## src/rtl/vendor_pkg.sv

```systemverilog
// Shared vending-machine definitions: coin codes, coin values and the
// change-dispenser FSM state encoding.
package vendor_pkg;

  typedef logic [1:0] coin_t;

  localparam coin_t COIN_10  = 2'b00;
  localparam coin_t COIN_20  = 2'b01;
  localparam coin_t COIN_50  = 2'b10;
  localparam coin_t COIN_100 = 2'b11;

  typedef enum logic [1:0] {
    ST_IDLE,
    ST_SELECT,
    ST_EJECT,
    ST_DONE
  } state_e;

  // Coin value in 10-cent units.
  function automatic logic [3:0] coin_value(input coin_t code);
    case (code)
      COIN_10: return 4'd1;
      COIN_20: return 4'd2;
      COIN_50: return 4'd5;
      default: return 4'd10;
    endcase
  endfunction

endpackage

```

## src/rtl/coin_select.sv

```systemverilog
// Combinational greedy picker: largest stocked coin whose value does not
// exceed the amount still owed.
module coin_select #(
  parameter int AMT_W = 8
) (
  input  logic [AMT_W-1:0] remaining,
  input  logic [3:0]       stock_empty,
  output logic [1:0]       code,
  output logic             valid
);
  import vendor_pkg::*;

  // NOTE: every combinational output gets a default before any branch, so no
  // path through the block leaves it unassigned and no latch is inferred.
  always_comb begin
    code  = COIN_10;
    valid = 1'b0;
    // Ascending scan: a later (larger) eligible coin overrides a smaller one.
    for (int i = 0; i < 4; i++) begin
      if (!stock_empty[i] && (AMT_W'(coin_value(2'(i))) <= remaining)) begin
        code  = 2'(i);
        valid = 1'b1;
      end
    end
  end

endmodule

```

## src/rtl/change_dispenser.sv

```systemverilog
// Coin-return unit: computes change from paid/price and ejects it one coin
// at a time to the hopper, reporting completion or a fault.
module change_dispenser #(
  parameter int AMT_W       = 8,
  parameter int ACK_TIMEOUT = 255
) (
  input  logic             clk,
  input  logic             reset,
  input  logic             start,
  input  logic [AMT_W-1:0] paid,
  input  logic [AMT_W-1:0] price,
  input  logic [3:0]       stock_empty,
  input  logic             hopper_ack,
  output logic [1:0]       coin,
  output logic             eject,
  output logic             busy,
  output logic             done,
  output logic             fault,
  output logic [AMT_W-1:0] remaining
);
  import vendor_pkg::*;

  // The counter only has to reach ACK_TIMEOUT-1: the wait ends on the edge
  // that would make it ACK_TIMEOUT.
  localparam int CNT_W = (ACK_TIMEOUT > 1) ? $clog2(ACK_TIMEOUT) : 1;
  localparam logic [CNT_W-1:0] CNT_LAST = CNT_W'(ACK_TIMEOUT - 1);

  state_e           state_q, state_d;
  coin_t            coin_q, coin_d;
  logic             eject_q, eject_d;
  logic             busy_q, busy_d;
  logic             done_q, done_d;
  logic             fault_q, fault_d;
  logic [AMT_W-1:0] remaining_q, remaining_d;
  logic [CNT_W-1:0] cnt_q, cnt_d;

  logic [AMT_W:0]   diff;
  coin_t            sel_code;
  logic             sel_valid;

  assign diff = {1'b0, paid} - {1'b0, price};

  coin_select #(.AMT_W(AMT_W)) u_coin_select (
    .remaining   (remaining_q),
    .stock_empty (stock_empty),
    .code        (sel_code),
    .valid       (sel_valid)
  );

  always_comb begin
    state_d     = state_q;
    coin_d      = coin_q;
    eject_d     = eject_q;
    done_d      = 1'b0;
    fault_d     = fault_q;
    remaining_d = remaining_q;
    cnt_d       = cnt_q;

    unique case (state_q)
      ST_IDLE: begin
        if (start) begin
          fault_d = 1'b0;
          if (diff[AMT_W]) begin
            fault_d     = 1'b1;
            remaining_d = '0;
          end else begin
            remaining_d = diff[AMT_W-1:0];
            state_d     = ST_SELECT;
          end
        end
      end
      ST_SELECT: begin
        if (remaining_q == '0) begin
          done_d  = 1'b1;
          state_d = ST_DONE;
        end else if (sel_valid) begin
          coin_d  = sel_code;
          eject_d = 1'b1;
          cnt_d   = '0;
          state_d = ST_EJECT;
        end else begin
          // No stocked coin fits: remaining keeps the unpaid amount.
          fault_d = 1'b1;
          state_d = ST_IDLE;
        end
      end
      ST_EJECT: begin
        if (hopper_ack) begin
          remaining_d = remaining_q - AMT_W'(coin_value(coin_q));
          eject_d     = 1'b0;
          state_d     = ST_SELECT;
        end else if (cnt_q == CNT_LAST) begin
          eject_d = 1'b0;
          fault_d = 1'b1;
          state_d = ST_IDLE;
        end else begin
          cnt_d = cnt_q + CNT_W'(1);
        end
      end
      ST_DONE: begin
        state_d = ST_IDLE;
      end
      default: begin
        state_d = ST_IDLE;
      end
    endcase

    busy_d = (state_d != ST_IDLE);
  end

  // NOTE: sequential state uses non-blocking assignments so every register
  // samples the pre-edge values, independent of statement order.
  always_ff @(posedge clk or posedge reset) begin
    if (reset) begin
      state_q     <= ST_IDLE;
      coin_q      <= COIN_10;
      eject_q     <= 1'b0;
      busy_q      <= 1'b0;
      done_q      <= 1'b0;
      fault_q     <= 1'b0;
      remaining_q <= '0;
      cnt_q       <= '0;
    end else begin
      state_q     <= state_d;
      coin_q      <= coin_d;
      eject_q     <= eject_d;
      busy_q      <= busy_d;
      done_q      <= done_d;
      fault_q     <= fault_d;
      remaining_q <= remaining_d;
      cnt_q       <= cnt_d;
    end
  end

  assign coin      = coin_q;
  assign eject     = eject_q;
  assign busy      = busy_q;
  assign done      = done_q;
  assign fault     = fault_q;
  assign remaining = remaining_q;

endmodule

```

## config.mk

```make
export PLATFORM = sky130hd
export DESIGN_NAME = change_dispenser
export DESIGN_NICKNAME = d
export VERILOG_FILES = /design/src/rtl/vendor_pkg.sv /design/src/rtl/coin_select.sv /design/src/rtl/change_dispenser.sv
export SDC_FILE = /design/constraint.sdc
export NUM_CORES = 1
export LEC_CHECK = 0
export ABC_AREA = 1
export CELL_PAD_IN_SITES_DETAIL_PLACEMENT = 0
export CELL_PAD_IN_SITES_GLOBAL_PLACEMENT = 1
export CORE_MARGIN = 5
export CORE_UTILIZATION = 41
export DETAILED_ROUTE_END_ITERATION = 10
export GPL_TIMING_DRIVEN = 0
export PLACE_DENSITY = 0.95
export SETUP_SLACK_MARGIN = 0.15
export SYNTH_ARGS = -nofsm -noshare
export SYNTH_HDL_FRONTEND = slang
export SYNTH_SLANG_ARGS = --single-unit
```

## constraint.sdc

```tcl
create_clock -name clk -period 3.7 [get_ports clk]
set_input_delay 0.37 -clock clk [delete_from_list [all_inputs] [get_ports clk]]
set_output_delay 0.37 -clock clk [all_outputs]
set_load 0.05 [all_outputs]
```

; ---- Word level (Yosys, flattened, before mapping)
; Cells that the tools add are included.
[totals]
in_bits = 24
word_cells = 91
output_inout_bits = 14
ff_bits = 24
[op_classes]
bitwise = 1
n_addsub = 3
n_reduce_logical = 20
eq_ne = 15
magnitude_cmp = 4
mux = 40
[ops]
columns = op, n
row1 = 2-to-1 mux 8 bit, 7
row2 = one-hot mux 8 bit (2 select lines), 2
row3 = 2-to-1 mux 1 bit, 17
row4 = 2-to-1 mux 2 bit, 8
row5 = "inequality test 2 bit, second input constant", 8
row6 = one-hot mux 4 bit (3 select lines), 1
row7 = subtractor 8 x 8 -> 9 bit, 1
row8 = "adder 8 x 1 -> 8 bit, second input constant", 1
row9 = "equality test 8 bit, second input constant", 1
row10 = "<= comparator 1 x 8 -> 1 bit, first input constant", 1
row11 = "<= comparator 2 x 8 -> 1 bit, first input constant", 1
row12 = "<= comparator 3 x 8 -> 1 bit, first input constant", 1
row13 = "<= comparator 4 x 8 -> 1 bit, first input constant", 1
row14 = zero test 8 bit, 1
row15 = 2-to-1 mux 4 bit, 2
row16 = one-hot mux 2 bit (4 select lines), 1
row17 = subtractor 8 x 4 -> 8 bit, 1
row18 = "equality test 2 bit, second input constant", 3
row19 = AND reduction 3 bit, 2
row20 = AND reduction 6 bit, 1
row21 = nonzero test 2 bit, 3
row22 = AND reduction 5 bit, 1
row23 = "equality test 2 x 1 -> 1 bit, second input constant", 2
row24 = logical AND 1 bit, 4
row25 = 8 further kinds, 12

; ---- Logic depth before layout (Yosys ltp)
; Gate-level depths: netlist (run 1).
[depth]
depth_word = 10
mapped_depth = 14
depth_no_buf = 14

; ---- Cells and area by module
; A second synthesis (run 1) with hierarchy kept.
[hier_totals]
cells_unflattened = 323
area_unflattened_um2 = 2234.6
[modules_own_cells]
columns = module, instances, cells_each, area_per_inst_um2
row1 = change_dispenser, 1, 284, 2065.7
row2 = coin_select, 1, 39, 168.9

; ---- Least setup slack after synthesis (run 1)
; Ideal clock, no wire load.
[synth_timing]
path_type = register -> register
startpoint = register remaining_q[0] (netlist: remaining[0])
endpoint = register remaining_q[6] (netlist: remaining[6])
required_ps = 3581
arrival_ps = 1945
setup_time_ps = 119
synth_period_minus_slack_ps = 2063
path_stages_with_launch = 14
slack_ps = 1637
cell_sequence = dfrtp_1 inv_1 ha_1 fa_1 inv_1 nand2_1 nand2_1 nand2_1 nand3_1 nand2_1 nand2_1 o21ai_0 nor2_1 nor2_1
[synth_between]
elab_chain_len = 3
[synth_rtl]
columns = item, line
row1 = start: declaration, change_dispenser.sv:34  ; logic [AMT_W-1:0] remaining_q, remaining_d;
row2 = start signal: assignment, change_dispenser.sv:130  ; remaining_q <= remaining_d;
row3 = subtractor 8 x 4 -> 8 bit, change_dispenser.sv:89  ; remaining_d = remaining_q - AMT_W'(coin_value(coin_q));
row4 = 2-to-1 mux 8 bit, change_dispenser.sv:88  ; if (hopper_ack) begin
row5 = one-hot mux 8 bit (2 select lines), change_dispenser.sv:59  ; unique case (state_q)
; No other way between the ends. The select of a mux whose other input is x is not followed.
; A chain may end at the register's enable or synchronous reset.

; ---- Worst setup path in the final report (run 1)
[layout_timing]
startpoint = input price[0]
endpoint = register remaining_q[1] (netlist: remaining[1])
[layout_between]
elab_chain_len = 4
[layout_rtl]
columns = item, line
row1 = start: declaration, change_dispenser.sv:11  ; input logic [AMT_W-1:0] price,
row2 = subtractor 8 x 8 -> 9 bit, change_dispenser.sv:41  ; assign diff = {1'b0, paid} - {1'b0, price};
row3 = 2-to-1 mux 8 bit, change_dispenser.sv:63  ; if (diff[AMT_W]) begin
row4 = 2-to-1 mux 8 bit, change_dispenser.sv:61  ; if (start) begin
row5 = one-hot mux 8 bit (2 select lines), change_dispenser.sv:59
; No other way between the ends. The select of a mux whose other input is x is not followed.

==> results.txt, run 1 <==
status: finished, final reports clean
Largest stage delay, worst path: 0.46 ns
final hold vios: 0
Vias: 2005
final core utilization: 0.520
final wirelength: 4790 um
Crit Path Max Fanout: 6
share of cells above drive strength 1: 0.0852
Vert. Die Dim: 82.1 um
area grow syn2layout: 24.1%
pin count of the biggest net entering global routing: 25
crit path cell chain: clkdlybuf4s50_1 -> ha_1 -> inv_1 -> fa_1 -> nand3_1 -> nand2_1 -> nand2_1 -> nand2_1 -> nand2_1 -> inv_1 -> nand2_1 -> o21ai_0 -> nand2_1 -> o21ai_0
WP buf/inv: 3
clk slew on worst S/H paths: 0.09 ns
Worst-Skew Late Latency: 0.27 ns
Post-synth top flop: dfrtp_1
drt wl/cell: 11.4 um
Multi-input gate area: 1310 um2
CTS resizes: 0
RSZ-0062 raised after global routing: false
non-filler cells, final: 422
wire length on met3: 189 um
final worst path period share: 0.599
cts hold-fix bufs: 0
Final Skew: 0.00154 ns
Synthesized Nets: 356
total of max-cap violations: 0
TritonCTS clock tree: yes
WL met2: 2220 um
f_max: 451 MHz
FF+latch area: 601 um2
CP startpoint kind: input pin
Mapped Area: 2130 um2
Synth top cells by count: nand2_1, inv_1, nor2_1
critical path's top delay family: simple AND/OR/NAND/NOR gates
unique cell type count in the Yosys netlist: 30
reg2reg setup slack: 1.66 ns
GRT Residual Overflow: 0
vias in the first global route: 2011
# placed instances: 418
DIE WIDTH: 82.1 um
Final Slew Violations: 0
worst vdd ir: 0.332 mV
CP max stage cell: clkdlybuf4s50_1
Syn Inst Count: 311
Post-CTS Setup Bufs: 0
port bufs: 37
min-delay worst type: reg2reg
hold_sp: eject
Worst slew margin: 0.372
clock buffer depth: 2
Crit. Startpoint: price[0]
fillers: 540
Num Clock Sinks: 24
area leader, netlist: dfrtp_1
gr usage total: 0.158
Vias/cell: 4.75
Final min period: 2.22 ns
Worst Path Required: 3.85 ns
Worst Setup Path Type: in2reg
worst reg2reg path startpoint: coin[0]
# setup viols final: 0
GP Congestion: 0.852
Worst path most repeated cell: nand2_1
synth top area cells: dfrtp_1, nand2_1, ha_1
Tot Pwr: 2.05 mW
TritonCTS Buffers: 3
crit end category: flop
CTS HTree Levels: 1
initial antenna violation count: 0
1st-iter DRT viols: 65
met1 wire length: 2300 um
#FFs+latches synth: 24
P per Cell Area: 774 nW/um2
Final Net Count: 398
Post-synth EDFFs: 0
most frequent cell after synthesis: nand2_1
Synth top area share: 0.282
ant diodes: 0
first-pass GRT wire length: 8470 um
uppermost layer routed: met4
Min Hold Slack: 0.479 ns
core area: 5070 um2
Initial Utilization: 0.419
Seq/Total Area, Yosys: 0.282
Leak: 1.32 nW
number of I/O pins: 38
asr flop ratio synth: 1.00
Ys Warns: 0
Worst Max-Slew Pin Slew: 0.941 ns
Mean Syn Cell Area: 6.84 um2
ANT nets after route: 0
Setup TNS Final: 0 ns
drt pass-1 iters: 5
CTS root buf: clkbuf_8
DRC: 0
post-DP HPWL: 3830 um
cell row count: 26
die area: 6730 um2
WP data arrival: 2.36 ns
-- power breakdown --
group / internal, mW / leakage [nW] / switching, mW
combinational: 0.496 / 0.989 / 0.901
sequential: 0.354 / 0.307 / 0.109
clock: 0.0952 / 0.0288 / 0.0888
-- logic make-up after synthesis --
| kind of cell | Yosys count | share of synthesized area |
|---|---|---|
| fa+ha+maj | 21 | 0.131 |
| simple gates | 167 | 0.343 |
| xor+xnor | 3 | 0.0123 |
| compound gates | 43 | 0.131 |
| flops | 24 | 0.282 |
| buf+inv | 53 | 0.101 |
-- per-layer routing --
metal | vias to the layer above | global-route usage
met4 | 0 | 0.0598
met5 | - | 0
met3 | 6 | 0.0208
li1 | 1068 | -
met1 | 895 | 0.196
met2 | 36 | 0.276
-- sequential cells by signal, indices dropped and copies added (netlist names) --
register and flops:
eject 1, remaining 8, fault 1, done 1, state_q 2, cnt_q 8
coin 2, busy 1
-- layout by cell type, fill, tap and decap left out, types with 3 or more instances in the layout --
cell type         n
clkbuf_8          4
o21ai_0          13
clkdlybuf4s50_1  37
xor2_1            3
nand4_1           3
dfrtp_1          24
or2_2             4
clkbuf_1          4
nand2_1          89
nand2_2           4
a21oi_1          12
nand3_1          25
o21ai_2           8
ha_1             19
nand3b_1          5
nor2_2            4
nor2_1           30
inv_1            47
-- layout make-up --
class,instances,share of cell area
buffer,5,0.0133
clock buffer,4,0.0208
multi-input combinational,234,0.497
timing repair buffer,37,0.140
inverter,48,0.0682
tap,70,0.0332
sequential,24,0.227
-- worst reg2reg max path: stages, from the launching register on --
cell	delay [ns]
dfrtp_1	0.45
inv_1	0.10
nand2_1	0.05
ha_1	0.34
nand2_1	0.07
o21ai_0	0.39
nand3_1	0.18
nand2_1	0.10
nand2_1	0.05
nand3_1	0.06
nand2_1	0.05
nand2_1	0.06
nand2_1	0.05
-- stage by stage --
step | area, um2 | setup slack, ns
3_3_place_gp | 2590 | 1.17
2_1_floorplan | 2130 | 1.64
4_1_cts | 2640 | 1.46
5_1_grt | 2640 | 1.23
6_report | 2640 | 1.48
3_5_place_dp | 2590 | 1.19
-- worst paths after layout --
path	end	cells past startpoint
worst max-delay path	remaining[1]	14
worst min-delay path	eject	2
worst max register to register	remaining[7]	12
worst min register to register	eject	2
max in group asynchronous	cnt_q[6]	2
min in group asynchronous	cnt_q[3]	2
(Power assumes the default switching activity.)
==> run 2: changes to the inputs <==
--- a/config.mk
+++ b/config.mk
@@ -9,10 +9,10 @@
 export CELL_PAD_IN_SITES_DETAIL_PLACEMENT = 0
 export CELL_PAD_IN_SITES_GLOBAL_PLACEMENT = 1
 export CORE_MARGIN = 5
-export CORE_UTILIZATION = 41
+export CORE_UTILIZATION = 38
 export DETAILED_ROUTE_END_ITERATION = 10
 export GPL_TIMING_DRIVEN = 0
-export PLACE_DENSITY = 0.95
+export PLACE_DENSITY = 0.91
 export SETUP_SLACK_MARGIN = 0.15
 export SYNTH_ARGS = -nofsm -noshare
 export SYNTH_HDL_FRONTEND = slang
==> constraint.sdc (replaced) <==
create_clock -name clk -period 2.2 [get_ports clk]
set_input_delay 0.22 -clock clk [delete_from_list [all_inputs] [get_ports clk]]
set_output_delay 0.22 -clock clk [all_outputs]
set_load 0.05 [all_outputs]
==> run 2 against run 1 <==
Sequential share of layout area shrank 0.098 points. Non-clock buffer count is 1 higher. Utilization shrank 3.4 points. Critical endpoint unchanged. Largest cell class unchanged.
==> results.txt, run 2 (same netlist as run 1, synthesis figures left out) <==
routing usage on met3: 0.0175 (was 0.0208)
critical path's top delay family: simple AND/OR/NAND/NOR gates (unchanged)
Reg2Reg Depth: 10 (was 12)
clk slew on worst S/H paths: 0.09 ns (about the same)
WP data arrival: 2.05 ns (was 2.36 ns)
Worst Setup Path Type: in2reg (unchanged)
cell row count: 27 (was 26)
Final min period: 1.89 ns
Vert. Die Dim: 84.8 um (was 82.1 um)
CP startpoint kind: input pin (unchanged)
port bufs: 37 (unchanged)
DRC: 0 (unchanged)
GRT Residual Overflow: 0 (unchanged)
Worst-Skew Late Latency: 0.27 ns (about the same)
first-pass GRT wire length: 8380 um (was 8470 um)
crit path cell chain: clkdlybuf4s50_1 -> ha_1 -> inv_1 -> fa_2 -> nand3_1 -> nand2_1 -> nand2_1 -> nand2_2 -> nand2_2 -> inv_2 -> nand2_1 -> o21ai_0 -> nand2_1 -> o21ai_0 (was clkdlybuf4s50_1 -> ha_1 -> inv_1 -> fa_1 -> nand3_1 -> nand2_1 -> nand2_1 -> nand2_1 -> nand2_1 -> inv_1 -> nand2_1 -> o21ai_0 -> nand2_1 -> o21ai_0)
f_max: 528 MHz
global route hottest layer: met2 (unchanged)
Crit Path Max Fanout: 6 (unchanged)
Min Hold Slack: 0.471 ns (was 0.479 ns)
placed instance area: 2590 um2 (about the same)
most common cell after layout, fill and taps aside: nand2_1 (unchanged)
TritonCTS clock tree: yes (unchanged)
die area: 7200 um2 (was 6730 um2)
Vias: 2020 (was 2005)
Final Skew: 0.00317 ns (was 0.00154 ns)
crit end category: flop (unchanged)
pin count of the biggest net entering global routing: 25 (unchanged)
worst vdd ir: 0.603 mV (was 0.332 mV)
CP max stage cell: clkdlybuf4s50_1 (unchanged)
Tot Pwr: 3.46 mW (was 2.05 mW)
Worst slew margin: 0.367 (was 0.372)
final hold vios: 0 (unchanged)
drt wl/cell: 11.2 um (was 11.4 um)
slack of the critical path: 0.306 ns (was 1.48 ns)
CTS root buf: clkbuf_8 (unchanged)
Initial Utilization: 0.389 (was 0.419)
met1 Use GR: 0.195 (was 0.196)
final worst path period share: 0.861
# placed instances: 420 (was 418)
WP buf/inv: 3 (unchanged)
Worst Max-Slew Pin Slew: 0.949 ns (was 0.941 ns)
final wirelength: 4780 um (was 4790 um)
Final Slew Violations: 0 (unchanged)
met2 Usage GRT: 0.223 (was 0.276)
Setup TNS Final: 0 ns (unchanged)
non-filler cells, final: 425 (was 422)
DIE WIDTH: 84.8 um (was 82.1 um)
worst reg2reg path startpoint: state_q[0] (was coin[0])
Leak: 1.33 nW (was 1.32 nW)
# setup viols final: 0 (unchanged)
RSZ-0062 raised after global routing: true (was false)
gr usage total: 0.138 (was 0.158)
1st-iter DRT viols: 73 (was 65)
reg2reg setup slack: 0.32 ns (was 1.66 ns)
Largest stage delay, worst path: 0.46 ns (about the same)
core area: 5470 um2 (was 5070 um2)
GP Congestion: 0.812 (was 0.852)
Vias/cell: 4.75 (about the same)
vias in the first global route: 1921 (was 2011)
number of I/O pins: 38 (unchanged)
reg-to-reg endpoint: remaining[1] (was remaining[7])
area grow syn2layout: 25.2% (was 24.1%)
pre-CTS setup slack: -0.171 ns (was 1.19 ns)
ANT nets after route: 0 (unchanged)
final core utilization: 0.487 (was 0.520)
status: finished, final reports clean (unchanged)
total of max-cap violations: 0 (unchanged)
CTS HTree Levels: 1 (unchanged)
Worst Path Required: 2.35 ns (was 3.85 ns)
clock buffer depth: 2 (unchanged)
initial antenna violation count: 0 (unchanged)
Non-Filler Cell Area, Final: 2660 um2 (was 2640 um2)
most frequent cells in the layout: nand2_1, inv_1, clkdlybuf4s50_1, nor2_1, nand3_1 (unchanged)
share of cells above drive strength 1: 0.110 (was 0.0852)
P per Cell Area: 1300 nW/um2 (was 774 nW/um2)
Worst path most repeated cell: nand2_1 (unchanged)
min-delay worst type: in2async (was reg2reg)
TritonCTS Buffers: 3 (unchanged)
Final Net Count: 399 (was 398)
post-DP HPWL: 3890 um (was 3830 um)
Num Clock Sinks: 24 (unchanged)
ant diodes: 0 (unchanged)
cts hold-fix bufs: 0 (unchanged)
drt pass-1 iters: 5 (unchanged)
==> run 2: cell types whose count changed in the layout (fill, tap and decap cells not counted), moves of 2 or more <==
cell | previous run | this run
clkbuf_1 | 4 | 2
clkbuf_2 | 0 | 2
dfrtp_1 | 24 | 22
dfrtp_2 | 0 | 2
nand2_1 | 89 | 87
nand2_2 | 4 | 6
==> run 2: layout make-up <==
class,count,area (um2)
fillers,608,2810
well taps,72,90.1
multi-input cells,234,1320
clock buffers,4,55.1
flip-flops and latches,24,603
plain buffers,5,37.5
inverters,48,180
repair buffers,38,378
==> run 2: where the power goes <==
group	internal (mW)	switching [mW]
combinational	0.847	1.53
sequential	0.599	0.184
clock	0.160	0.146
total	1.61	1.86
==> run 2: worst max path at each step <==
stage / depth (start not counted) / startpoint / endpoint
floorplan: 13 / coin[0] / remaining[6]
global placement: 14 / price[0] / remaining[1]
detailed placement: 14 / price[0] / remaining[1]
CTS: 14 / price[0] / remaining[1]
global route: 10 / state_q[0] / remaining[7]
finish: 14 / price[0] / remaining[1]
==> run 2: metal layers <==
layer  wire length (um)  share of wire
met1               2480           0.52
met2               2090           0.44
met3                154          0.032
met4                 53          0.011
met5                  0              0
==> run 2: what timing repair did <==
action                     CTS  global route
setup endpoints to repair    2            10
pin swaps                    0             1
gates cloned                 0             0
resized for setup            2             8
buffers inserted             0             1
hold endpoints to repair     0             0
